## config.mk

```make
export PLATFORM = sky130hd
export DESIGN_NAME = disp_cmd_writer
export DESIGN_NICKNAME = d
export VERILOG_FILES = /design/src/rtl/disp_cmdwr_pkg.sv /design/src/rtl/disp_cmd_writer_sync_ff2.sv /design/src/rtl/disp_cmd_writer.sv
export SDC_FILE = /design/constraint.sdc
export NUM_CORES = 1
export LEC_CHECK = 0
export ABC_AREA = 1
export CORE_MARGIN = 5
export CORE_UTILIZATION = 50
export DETAILED_ROUTE_END_ITERATION = 8
export PLACE_DENSITY = 0.86
export SLEW_MARGIN = 20
export SYNTH_ARGS = -nofsm -noshare
export SYNTH_HDL_FRONTEND = slang
export SYNTH_HIERARCHICAL = 1
export SYNTH_SLANG_ARGS = --single-unit
```

## constraint.sdc

```tcl
create_clock -name clk -period 3 [get_ports clk]
set_input_delay 0.45 -clock clk [delete_from_list [all_inputs] [get_ports clk]]
set_output_delay 0.45 -clock clk [all_outputs]
set_load 0.005 [all_outputs]
```

## src/rtl/disp_cmdwr_pkg.sv

```systemverilog
`default_nettype none
// ============================================================================
// Module      : disp_cmdwr_pkg
// Description : Shared types and constants for the display command writer.
// Revision    : 1.0 - initial release
// ============================================================================
package disp_cmdwr_pkg;

    localparam int SYNC_STAGES          = 2;
    localparam int QUEUE_DEPTH          = 4;
    localparam int DEF_SETUP_CYCLES     = 1;
    localparam int DEF_STROBE_CYCLES    = 2;
    localparam int DEF_HOLD_CYCLES      = 1;

    typedef enum logic [2:0] {
        ST_IDLE   = 3'd0,
        ST_SETUP  = 3'd1,
        ST_STROBE = 3'd2,
        ST_HOLD   = 3'd3,
        ST_GAP    = 3'd4
    } wr_state_t;

endpackage
`default_nettype wire

```

## src/rtl/disp_cmd_writer_sync_ff2.sv

```systemverilog
`default_nettype none
// ============================================================================
// Module      : sync_ff2
// Description : Two-flop synchronizer; resets to 0 so the FIFO reads as full.
// Revision    : 1.0 - initial release
// ============================================================================
module sync_ff2 (
    input  logic clk,
    input  logic nrst,
    input  logic d,
    output logic q
);

    logic r_meta;
    logic r_sync;

    always_ff @(posedge clk) begin
        if (nrst) begin
            r_meta <= 1'b0;
            r_sync <= 1'b0;
        end else begin
            r_meta <= d;
            r_sync <= r_meta;
        end
    end

    assign q = r_sync;

endmodule
`default_nettype wire

```

## src/rtl/disp_cmd_writer.sv

```systemverilog
`default_nettype none
// ============================================================================
// Module      : disp_cmd_writer
// Description : Buffers command bytes and writes them to an external FIFO with
//               programmable setup/strobe/hold timing. Define
//               DISP_CMDWR_QUEUE_EN for a 4-entry queue instead of one register.
// Revision    : 1.0 - initial release
// ============================================================================
module disp_cmd_writer
    import disp_cmdwr_pkg::*;
#(
    parameter int SETUP_CYCLES  = DEF_SETUP_CYCLES,
    parameter int STROBE_CYCLES = DEF_STROBE_CYCLES,
    parameter int HOLD_CYCLES   = DEF_HOLD_CYCLES
) (
    input  logic       clk,
    input  logic       nrst,
    input  logic [7:0] cmd_data,
    input  logic       cmd_valid,
    output logic       cmd_ready,
    input  logic       nff_in,
    output logic [7:0] fifo_data,
    output logic       fifo_nwr,
    output logic       busy
);

    localparam logic [3:0] c_SETUP_LAST  = 4'(SETUP_CYCLES - 1);
    localparam logic [3:0] c_STROBE_LAST = 4'(STROBE_CYCLES - 1);
    localparam logic [3:0] c_HOLD_LAST   = 4'(HOLD_CYCLES - 1);
    localparam logic [3:0] c_GAP_LAST    = 4'(SYNC_STAGES - 1);

    wr_state_t  r_state;
    wr_state_t  w_state_nxt;
    logic [3:0] r_cnt;
    logic [3:0] w_cnt_nxt;
    logic       r_nwr;
    logic [7:0] r_data;
    logic       r_rdy_en;
    logic       w_nff_s;
    logic       w_empty;
    logic       w_full;
    logic       w_push;
    logic       w_pop;
    logic       w_load;
    logic [7:0] w_head;

    sync_ff2 u_sync (
        .clk  (clk),
        .nrst (nrst),
        .d    (nff_in),
        .q    (w_nff_s)
    );

    // r_rdy_en keeps cmd_ready low on every reset edge and the cycle after it.
    assign cmd_ready = r_rdy_en & ~w_full;
    assign w_push    = cmd_valid & cmd_ready;
    assign w_pop     = (r_state == ST_HOLD) && (r_cnt == 4'd0);
    assign w_load    = (r_state == ST_IDLE) && (w_state_nxt == ST_SETUP);

`ifdef DISP_CMDWR_QUEUE_EN
    localparam int               c_PTR_W = $clog2(QUEUE_DEPTH);
    localparam logic [c_PTR_W:0] c_DEPTH = (c_PTR_W + 1)'(QUEUE_DEPTH);

    logic [7:0]         r_mem [QUEUE_DEPTH];
    logic [c_PTR_W-1:0] r_wr_ptr;
    logic [c_PTR_W-1:0] r_rd_ptr;
    logic [c_PTR_W:0]   r_count;

    always_ff @(posedge clk) begin
        if (w_push) begin
            r_mem[r_wr_ptr] <= cmd_data;
        end
    end

    always_ff @(posedge clk) begin
        if (nrst) begin
            r_wr_ptr <= '0;
            r_rd_ptr <= '0;
            r_count  <= '0;
        end else begin
            if (w_push) begin
                r_wr_ptr <= r_wr_ptr + 1'b1;
            end
            if (w_pop) begin
                r_rd_ptr <= r_rd_ptr + 1'b1;
            end
            case ({w_push, w_pop})
                2'b10:   r_count <= r_count + 1'b1;
                2'b01:   r_count <= r_count - 1'b1;
                default: r_count <= r_count;
            endcase
        end
    end

    assign w_empty = (r_count == '0);
    assign w_full  = (r_count == c_DEPTH);
    assign w_head  = r_mem[r_rd_ptr];
`else
    logic       r_hold_vld;
    logic [7:0] r_hold;

    // Push needs an empty register and pop needs a full one, so they never coincide.
    always_ff @(posedge clk) begin
        if (nrst) begin
            r_hold_vld <= 1'b0;
            r_hold     <= 8'h00;
        end else if (w_push) begin
            r_hold_vld <= 1'b1;
            r_hold     <= cmd_data;
        end else if (w_pop) begin
            r_hold_vld <= 1'b0;
        end
    end

    assign w_empty = ~r_hold_vld;
    assign w_full  = r_hold_vld;
    assign w_head  = r_hold;
`endif

    always_comb begin
        w_state_nxt = r_state;
        w_cnt_nxt   = r_cnt;
        case (r_state)
            ST_IDLE: begin
                if (!w_empty && w_nff_s) begin
                    w_state_nxt = ST_SETUP;
                    w_cnt_nxt   = c_SETUP_LAST;
                end
            end
            ST_SETUP: begin
                if (r_cnt == 4'd0) begin
                    w_state_nxt = ST_STROBE;
                    w_cnt_nxt   = c_STROBE_LAST;
                end else begin
                    w_cnt_nxt   = r_cnt - 4'd1;
                end
            end
            ST_STROBE: begin
                if (r_cnt == 4'd0) begin
                    w_state_nxt = ST_HOLD;
                    w_cnt_nxt   = c_HOLD_LAST;
                end else begin
                    w_cnt_nxt   = r_cnt - 4'd1;
                end
            end
            ST_HOLD: begin
                if (r_cnt == 4'd0) begin
                    w_state_nxt = ST_GAP;
                    w_cnt_nxt   = c_GAP_LAST;
                end else begin
                    w_cnt_nxt   = r_cnt - 4'd1;
                end
            end
            ST_GAP: begin
                if (r_cnt == 4'd0) begin
                    w_state_nxt = ST_IDLE;
                    w_cnt_nxt   = 4'd0;
                end else begin
                    w_cnt_nxt   = r_cnt - 4'd1;
                end
            end
            default: begin
                w_state_nxt = ST_IDLE;
                w_cnt_nxt   = 4'd0;
            end
        endcase
    end

    // The strobe is registered from the next state so it leaves a flop cleanly.
    always_ff @(posedge clk) begin
        if (nrst) begin
            r_state  <= ST_IDLE;
            r_cnt    <= 4'd0;
            r_nwr    <= 1'b1;
            r_data   <= 8'h00;
            r_rdy_en <= 1'b0;
        end else begin
            r_state  <= w_state_nxt;
            r_cnt    <= w_cnt_nxt;
            r_nwr    <= (w_state_nxt != ST_STROBE);
            r_rdy_en <= 1'b1;
            if (w_load) begin
                r_data <= w_head;
            end
        end
    end

    assign fifo_nwr  = r_nwr;
    assign fifo_data = r_data;
    assign busy      = ~w_empty | (r_state != ST_IDLE);

endmodule
`default_nettype wire

```

# --- Word level (Yosys, flattened, before mapping) ---
# Index checks and enable logic that the tools add are counted.
totals:
  input_bits: 12
  elab_cells: 43
  output_inout_bits: 11
  ff_bits: 28
classes:
  n_eq_ne: 7
  addsub: 1
  bitwise: 4
  n_mux: 13
  n_reduce_logical: 9
op_table:
  columns: ["cell", "count"]
  rows:
  - ["2-to-1 mux 3 bit", 5]
  - ["one-hot mux 3 bit (5 select lines)", 1]
  - ["2-to-1 mux 4 bit", 3]
  - ["one-hot mux 4 bit (3 select lines)", 1]
  - ["equality test 3 x 1 -> 1 bit (second input constant)", 2]
  - ["equality test 3 x 2 -> 1 bit (second input constant)", 2]
  - ["logical NOT 4 bit", 1]
  - ["OR reduction 2 bit", 2]
  - ["subtractor 4 x 1 -> 4 bit (second input constant)", 1]
  - ["equality test 3 bit (second input constant)", 1]
  - ["logical AND 1 bit", 3]
  - ["logical NOT 3 bit", 1]
  - ["2-to-1 mux 1 bit", 3]
  - ["inequality test 3 x 2 -> 1 bit (second input constant)", 1]
  - ["nonzero test 3 bit", 1]
  - ["AND 1 bit", 2]
  - ["inequality test 2 x 1 -> 1 bit (second input constant)", 1]
  - ["nonzero test 2 bit", 1]
  - ["inverter 1 bit", 1]
  - ["OR 1 bit", 1]

# --- Depth between registers and ports, before layout ---
# Gate-level depths: netlist of run 1.
depth:
  depth_word: 5
  ltp_mapped: 9
  depth_no_buf: 9

# --- Modules after synthesis ---
# Netlist of run 1, hierarchy kept.
modules_own_cells:
  columns: ["mod", "seq_area_each_um2", "cells_per_inst", "area_each_um2", "n_inst"]
  rows:
  - ["disp_cmd_writer", 520.5, 149, 1146.1, 1]
  - ["sync_ff2", 40.0, 6, 55.1, 1]

# --- Least setup slack after synthesis of run 1 ---
# No wires, ideal clock.
synth_timing:
  path_type: "register -> output"
  start: "register r_state[1]"
  end: "output busy"
  setup_slack_ns: 1.704
  arrival_ns: 0.846
  n_path_buf: 0
  path_stages_with_launch: 4
  required_ns: 2.550
  path_cell_list: "dfxtp_1 -> nor2_4 -> nand2_4 -> or2_2"
synth_via:
  elab_chain_cells: 2
synth_rtl:
  columns: ["item", "line", "rtl"]
  rows:
  - ["start: declaration", "disp_cmd_writer.sv:32", "wr_state_t r_state;"]
  - ["start signal: assignment", "disp_cmd_writer.sv:178", "r_state <= w_state_nxt;"]
  - ["nonzero test 3 bit", "disp_cmd_writer.sv:190", "assign busy = ~w_empty | (r_state != ST_IDLE);"]
  - ["OR 1 bit", "disp_cmd_writer.sv:190", null]
  - ["end: declaration", "disp_cmd_writer.sv:24", "output logic busy"]
# Every way passes these cells.

# --- Worst setup path after layout of run 1 ---
# Ends and elaborated chain as after synthesis.

==> results of run 1 <==
[where the power goes]
| group | switching (mW) | internal (mW) |
|---|---|---|
| Clock | 0.0983 | 0.0471 |
| Sequential | 0.0209 | 0.394 |
| Combinational | 0.146 | 0.0885 |
[synthesized netlist by cell type (all sizes together)]
cell type	instances	area, sq um
a21boi	1	7.51
a21oi	22	110
clkbuf	3	11.3
dfxtp	28	561
ha	2	25.0
inv	16	65.1
nand2	43	195
nand3	24	138
nand3b	1	7.51
nor2	12	65.1
nor3	1	5.00
o21ai	1	5.00
or2	1	6.26
[registers in the layout, summed over array words and instances, names as in the netlist]
signal and count:
fifo_data 8, r_hold 8, r_cnt 4, r_state 3
fifo_nwr 1, r_hold_vld 1, r_rdy_en 1, u_sync/q 1
u_sync/r_meta 1
[metal layers]
layer  wire length, microns  vias to the layer above  part of all wire, %  GRT usage (%)
met5                      0                        -                    0              0
met4                     44                        0                  1.8           7.77
met3                     88                        5                  3.6           2.18
met2                   1310                       25                   53           28.5
met1                   1030                      483                   42           18.5
li1                       -                      550                    -              -
[logic make-up after synthesis]
logic type | Yosys count
buffers and inverters | 19
AND/OR/NAND/NOR | 82
flip-flops | 28
AO/OA/AOI/OAI | 24
adder cells (fa/ha/maj) | 2
[per-stage QoR]
stage / instances / instance area, sq um / utilization, % / setup WS [ns] / total power, mW
after floorplan: 155 / 1200 / - / 1.70 / 0.586
after global placement: 202 / 1450 / 64.1 / 1.15 / 0.642
after detailed placement: 202 / 1450 / 64.1 / 1.04 / 0.655
after CTS: 205 / 1470 / 65.1 / 0.844 / 0.799
after global routing: 205 / 1470 / 65.1 / 0.779 / 0.842
final: 205 / 1470 / 65.1 / 0.856 / 0.795
[final timing paths]
path,cells after the start,from,slack [ns],endpoint
max,4,r_state[1],0.86,busy
min,2,u_sync/r_meta,0.42,u_sync/q
max reg2reg,9,r_cnt[0],1.61,fifo_nwr
min reg2reg,2,u_sync/r_meta,0.42,u_sync/q
[area by class of cell]
type	instances	area, sq um
repair buffers	22	220
flip-flops and latches	28	561
inverters	16	65.1
well taps	28	35.0
multi-input cells	108	564
fillers	199	787
clock buffers	3	22.5
[tightest hold or removal path, delay by kind of cell (launching register included)]
kind	cells	cell delay, ns
buf+inv	1	0.04
flops	1	0.33
simple gates	1	0.03
==> metrics.md, run 1 <==
| Metric | Value |
|---|---|
| Crit-path max FO | 4 |
| Clock latency on the worst-skew pair | 0.32 ns |
| Synth Area in Adders | 2.08% |
| Final nets | 193 |
| IO Count | 23 |
| Worst VDD drop | 0.390 mV |
| Vias in the first global route | 1046 |
| Final setup violation count | 0 |
| Worst setup EP type | output port |
| CTS Buffer Depth | 2 |
| Synth warnings | 6 |
| Most frequent cells in the layout | nand2_1 (37), dfxtp_1 (28), nand3_1 (22), a21oi_1 (22), clkdlybuf4s50_1 (22) |
| N_diodes | 0 |
| Share of cells above drive strength 1 | 13.0% |
| Max_slew headroom | 44.2% |
| Hold Violations, Final | 0 |
| Delay-heaviest family, CP | simple AND/OR/NAND/NOR gates |
| Hold WC Path Type | reg -> reg |
| Port Buf Inserts | 22 |
| Synth Net Count | 169 |
| Hold buffer count at cts | 0 |
| CTS H-tree lvls | 1 |
| Leak pwr | 0.566 nW |
| P&R area growth vs syn | 22.2% |
| DRT Pass-1 Iters | 4 |
| Row cnt | 17 |
| Unrepaired setup endpoints after global routing | false |
| Mux contribution to synthesized area | 0% |
| Commonest non-fill, non-tap cell in the layout | nand2_1 |
| Status | finished, final reports clean |
| Seq/Total Area, Yosys | 46.7% |
| GRT overflow | 0 |
| Syn Inst Count | 155 |
| Post-Synth XOR/XNOR Area | 0% |
| Final cycle utilization of the critical path | 71.5% |
| DIE HEIGHT | 59.0 microns |
| Cts repair resizes | 0 |
| Fmax | 466 MHz |
| CTS Buf Count | 3 |
| Total track usage | 16.0% |
| Largest net degree at the start of global routing | 26 |
| Drt drc | 0 |
| Starting DRC count in detailed routing | 46 |
| Req. time, crit path | 2.55 ns |
| Setup TNS | 0 ns |
| DR WL/cell | 12.1 microns |
| Worst Path Arrival | 1.69 ns |
| Library cells used by synthesis | 22 |
| RePlAce Congestion | 0.870 |
| CP peak stage delay | 0.44 ns |
| Initial core utilization | 53.3% |
| Post-synthesis register bit count | 28 |
| Final HPWL DP | 1940 microns |
| Critical path's slowest cell | clkdlybuf4s50_1 |
| Syn Area/Cell | 7.75 sq um |
| Max-cap viol count | 0 |
| DRT Wirelength | 2470 microns |
| Setup bufs post-CTS | 0 |
| Core box area | 0.00225 sq mm |
| Hold Slack | 0.422 ns |
| Vias after detailed routing | 1063 |
| CTS tree | built |
| Tmin final | 2.14 ns |
| Post-DR vias/cell | 5.19 |
| Buf/Inv on CP | 1 |
| Worst Max-Slew Pin Slew | 0.834 ns |
| Simple-Gate Fraction of Synth Area | 34.7% |
| TritonCTS Sinks | 28 |
| Die area | 0.00348 sq mm |
| Root Driver | clkbuf_4 |
| First-pass GRT wire length | 4350 microns |
| Antenna Nets Post-Route | 0 |
| DIE WIDTH | 59.0 microns |
| Syn Std Cell Area | 0.00120 sq mm |
| Sequence of cells on the critical path | nor2_4 > nand2_4 > or2_2 > clkdlybuf4s50_1 |
| Max Clock Skew | 0.0119 ns |
| Antenna violations before repair | 0 |
| Post-synthesis compound-gate area fraction | 10.2% |
| Max-slew violations | 0 |
| Worst Path Class, Setup | reg -> out |
| CTS clock-pin slew for the worst setup and hold paths | 0.14 ns |
| Pwr/cell area | 541 mW/mm^2 |
| Largest family of logic cells by synthesized area | simple AND/OR/NAND/NOR gates |
| CP startpoint kind | register |
Note: power is estimated with default switching activity, not from simulation.
==> run 2: changes to the inputs <==
Settings changed: CORE_UTILIZATION 50 to 45, PLACE_DENSITY 0.86 to 0.82.
Clock period 3 ns to 1.8 ns, I/O delays scaled along.
==> metrics.md, run 2 (synthesis results as in run 1) <==
| Metric | Value |
|---|---|
| Layout Cells excl Fill | 214 (+4.4%) |
| Max_slew headroom | 79.5% (+35 points) |
| Max Clock Skew | 0.00255 ns (-0.00932 ns) |
| Worst Path Class, Setup | reg -> out |
| IO Count | 23 (unchanged) |
| Clk pwr share | 21.9% (+3.6 points) |
| RePlAce Congestion | 0.832 (-4.4%) |
| Final cycle utilization of the critical path | 94.6% |
| P&R area growth vs syn | 27.6% |
| Hold WC Path Type | reg -> reg |
| CP peak stage delay | 0.38 ns (-0.06 ns) |
| Pwr/cell area | 918 mW/mm^2 (+70%) |
| Setup TNS | 0 ns (unchanged) |
| N_diodes | 0 (unchanged) |
| CTS H-tree lvls | 1 (unchanged) |
| Worst Max-Slew Pin Slew | 0.306 ns (-0.528 ns) |
| Port Buf Inserts | 22 (unchanged) |
| Fmax | 587 MHz |
| CP startpoint kind | register |
| GRT overflow | 0 (unchanged) |
| TritonCTS Sinks | 28 (unchanged) |
| Sw Ratio | 32.7% (-0.65 points) |
| Worst setup EP type | output port |
| DRT Pass-1 Iters | 4 (unchanged) |
| Tot Pwr | 1.41 mW (+77%) |
| Critical path's slowest cell | dfxtp_1 |
| CTS Buffer Depth | 2 (unchanged) |
| Starting DRC count in detailed routing | 40 (-13%) |
| Worst Path Arrival | 1.43 ns (-0.26 ns) |
| Hold buffer count at cts | 0 (unchanged) |
| Placed Instances | 205 (+1.5%) |
| Row cnt | 18 (+1) |
| Final instance area | 0.00153 sq mm (+4.4%) |
| Setup ws final | 0.0976 ns (-0.759 ns) |
| Total track usage | 15.0% (-0.95 points) |
| DIE WIDTH | 61.7 microns (+4.5%) |
| CTS tree | built |
| Post-DR vias/cell | 4.97 (-4.2%) |
| CTS clock-pin slew for the worst setup and hold paths | 0.15 ns (about the same) |
| Root Driver | clkbuf_4 |
| Die area | 0.00380 sq mm (+9.2%) |
| Psw | 0.460 mW (+74%) |
| Unrepaired setup endpoints after global routing | false |
| Antenna violations before repair | 0 (unchanged) |
| Commonest non-fill, non-tap cell in the layout | nand2_1 |
| Req. time, crit path | 1.53 ns (-1.02 ns) |
| Core box area | 0.00252 sq mm (+12%) |
| DP Area | 0.00146 sq mm (+0.69%) |
| Initial core utilization | 47.6% (-5.7 points) |
| Max-cap viol count | 0 (unchanged) |
| Worst VDD drop | 0.542 mV (+39%) |
| Drt drc | 0 (unchanged) |
| Vias in the first global route | 1023 (-2.2%) |
| Max-slew violations | 0 (unchanged) |
| Buf/Inv on CP | 1 (unchanged) |
| CTS Buf Count | 3 (unchanged) |
| DIE HEIGHT | 61.7 microns (+4.5%) |
| Comb power frac | 29.2% (-0.3 points) |
| P_int | 0.947 mW (+79%) |
| Status | finished, final reports clean |
| Sequence of cells on the critical path | nor2_4 > nand2_4 > or2_2 > dlygate4sd2_1 |
| Leak pwr | 0.606 nW (+7.1%) |
| Tmin final | 1.70 ns |
| Antenna Nets Post-Route | 0 (unchanged) |
| Reg power frac | 48.9% (-3.3 points) |
| Most frequent cells in the layout | nand2_1 (37), dfxtp_1 (26), nand3_1 (22), a21oi_1 (22), clkdlybuf4s50_1 (21) |
| First-pass GRT wire length | 4260 microns (-2.0%) |
| Largest net degree at the start of global routing | 20 (-23%) |
| Final HPWL DP | 1810 microns (-6.6%) |
| Delay-heaviest family, CP | simple AND/OR/NAND/NOR gates |
| Vias after detailed routing | 1063 (unchanged) |
| Share of cells above drive strength 1 | 17.4% (+4.4 points) |
| Hold Violations, Final | 0 (unchanged) |
| Final setup violation count | 0 (unchanged) |
| Clock latency on the worst-skew pair | 0.33 ns (about the same) |
| Crit-path max FO | 4 (unchanged) |
| Final nets | 199 (+3.1%) |
| DR WL/cell | 11.8 microns (-2.1%) |
| DRT Wirelength | 2530 microns (+2.2%) |
| Filler Cell Count | 234 (+18%) |
| Dpl ws | 0.205 ns (-0.838 ns) |
==> run 2: cell type report <==
class                           count  area [sq um]  share of cell area (%)
Tap cell                           30          37.5                    2.45
Timing Repair Buffer               28           264                    17.2
Clock buffer                        4          36.3                    2.37
Inverter                           16          65.1                    4.24
Sequential cell                    28           566                    36.9
Multi-Input combinational cell    108           564                    36.8
==> run 2: per-layer routing <==
layer  share of wire (%)  track usage, %  vias up
met1                  45            17.4      475
met3                 4.6            4.40        4
met4                 1.5            6.06        0
met2                  49            25.7       22
met5                   0               0        -
li1                    -               -      562
==> run 2: power by group through the flow <==
stage	sequential (mW)	clock (mW)	combinational [mW]
detailed placement	0.703	0	0.383
finish	0.688	0.309	0.411
global route	0.692	0.338	0.459
floorplan	0.699	0	0.278
global placement	0.701	0	0.371
CTS	0.687	0.310	0.401
==> run 2: stage by stage <==
stage          utilization (%)  hold WS, ns
2_1_floorplan                -        0.339
3_3_place_gp              57.7        0.400
3_5_place_dp              57.7        0.406
4_1_cts                   59.9        0.427
5_1_grt                   60.8        0.438
6_report                  60.8        0.421
==> run 2: path summary, 6_finish.rpt <==
path,startpoint,endpoint,slack (ns),depth (start not counted)
setup / recovery,r_state[1],busy,0.1,4
hold / removal,u_sync/r_meta,u_sync/q,0.42,2
setup reg to reg,r_cnt[0],fifo_nwr,0.45,9
hold reg to reg,u_sync/r_meta,u_sync/q,0.42,2
==> run 2: worst register-to-register path, cell delays in order, from the launching register on <==
cell,delay [ns]
dfxtp_1,0.35
inv_1,0.11
ha_1,0.20
nand3_4,0.13
inv_2,0.10
nand2_1,0.08
nand2_1,0.07
inv_1,0.05
nor2_2,0.11
nand2_1,0.05
==> run 2: timing repair <==
action / 4_1_cts / 5_1_grt
endpoints found under the hold margin: 0 / 0
setup endpoints to repair: 1 / 1
resized for setup: 4 / 0
pin swaps: 1 / 1
buffers inserted: 2 / 3
==> run 3: changes to the inputs <==
Settings changed: CTS_CLUSTER_SIZE from default to 28.
==> results of run 3 <==
Same layout as run 2: the final DEF is identical, and so are final timing and power.
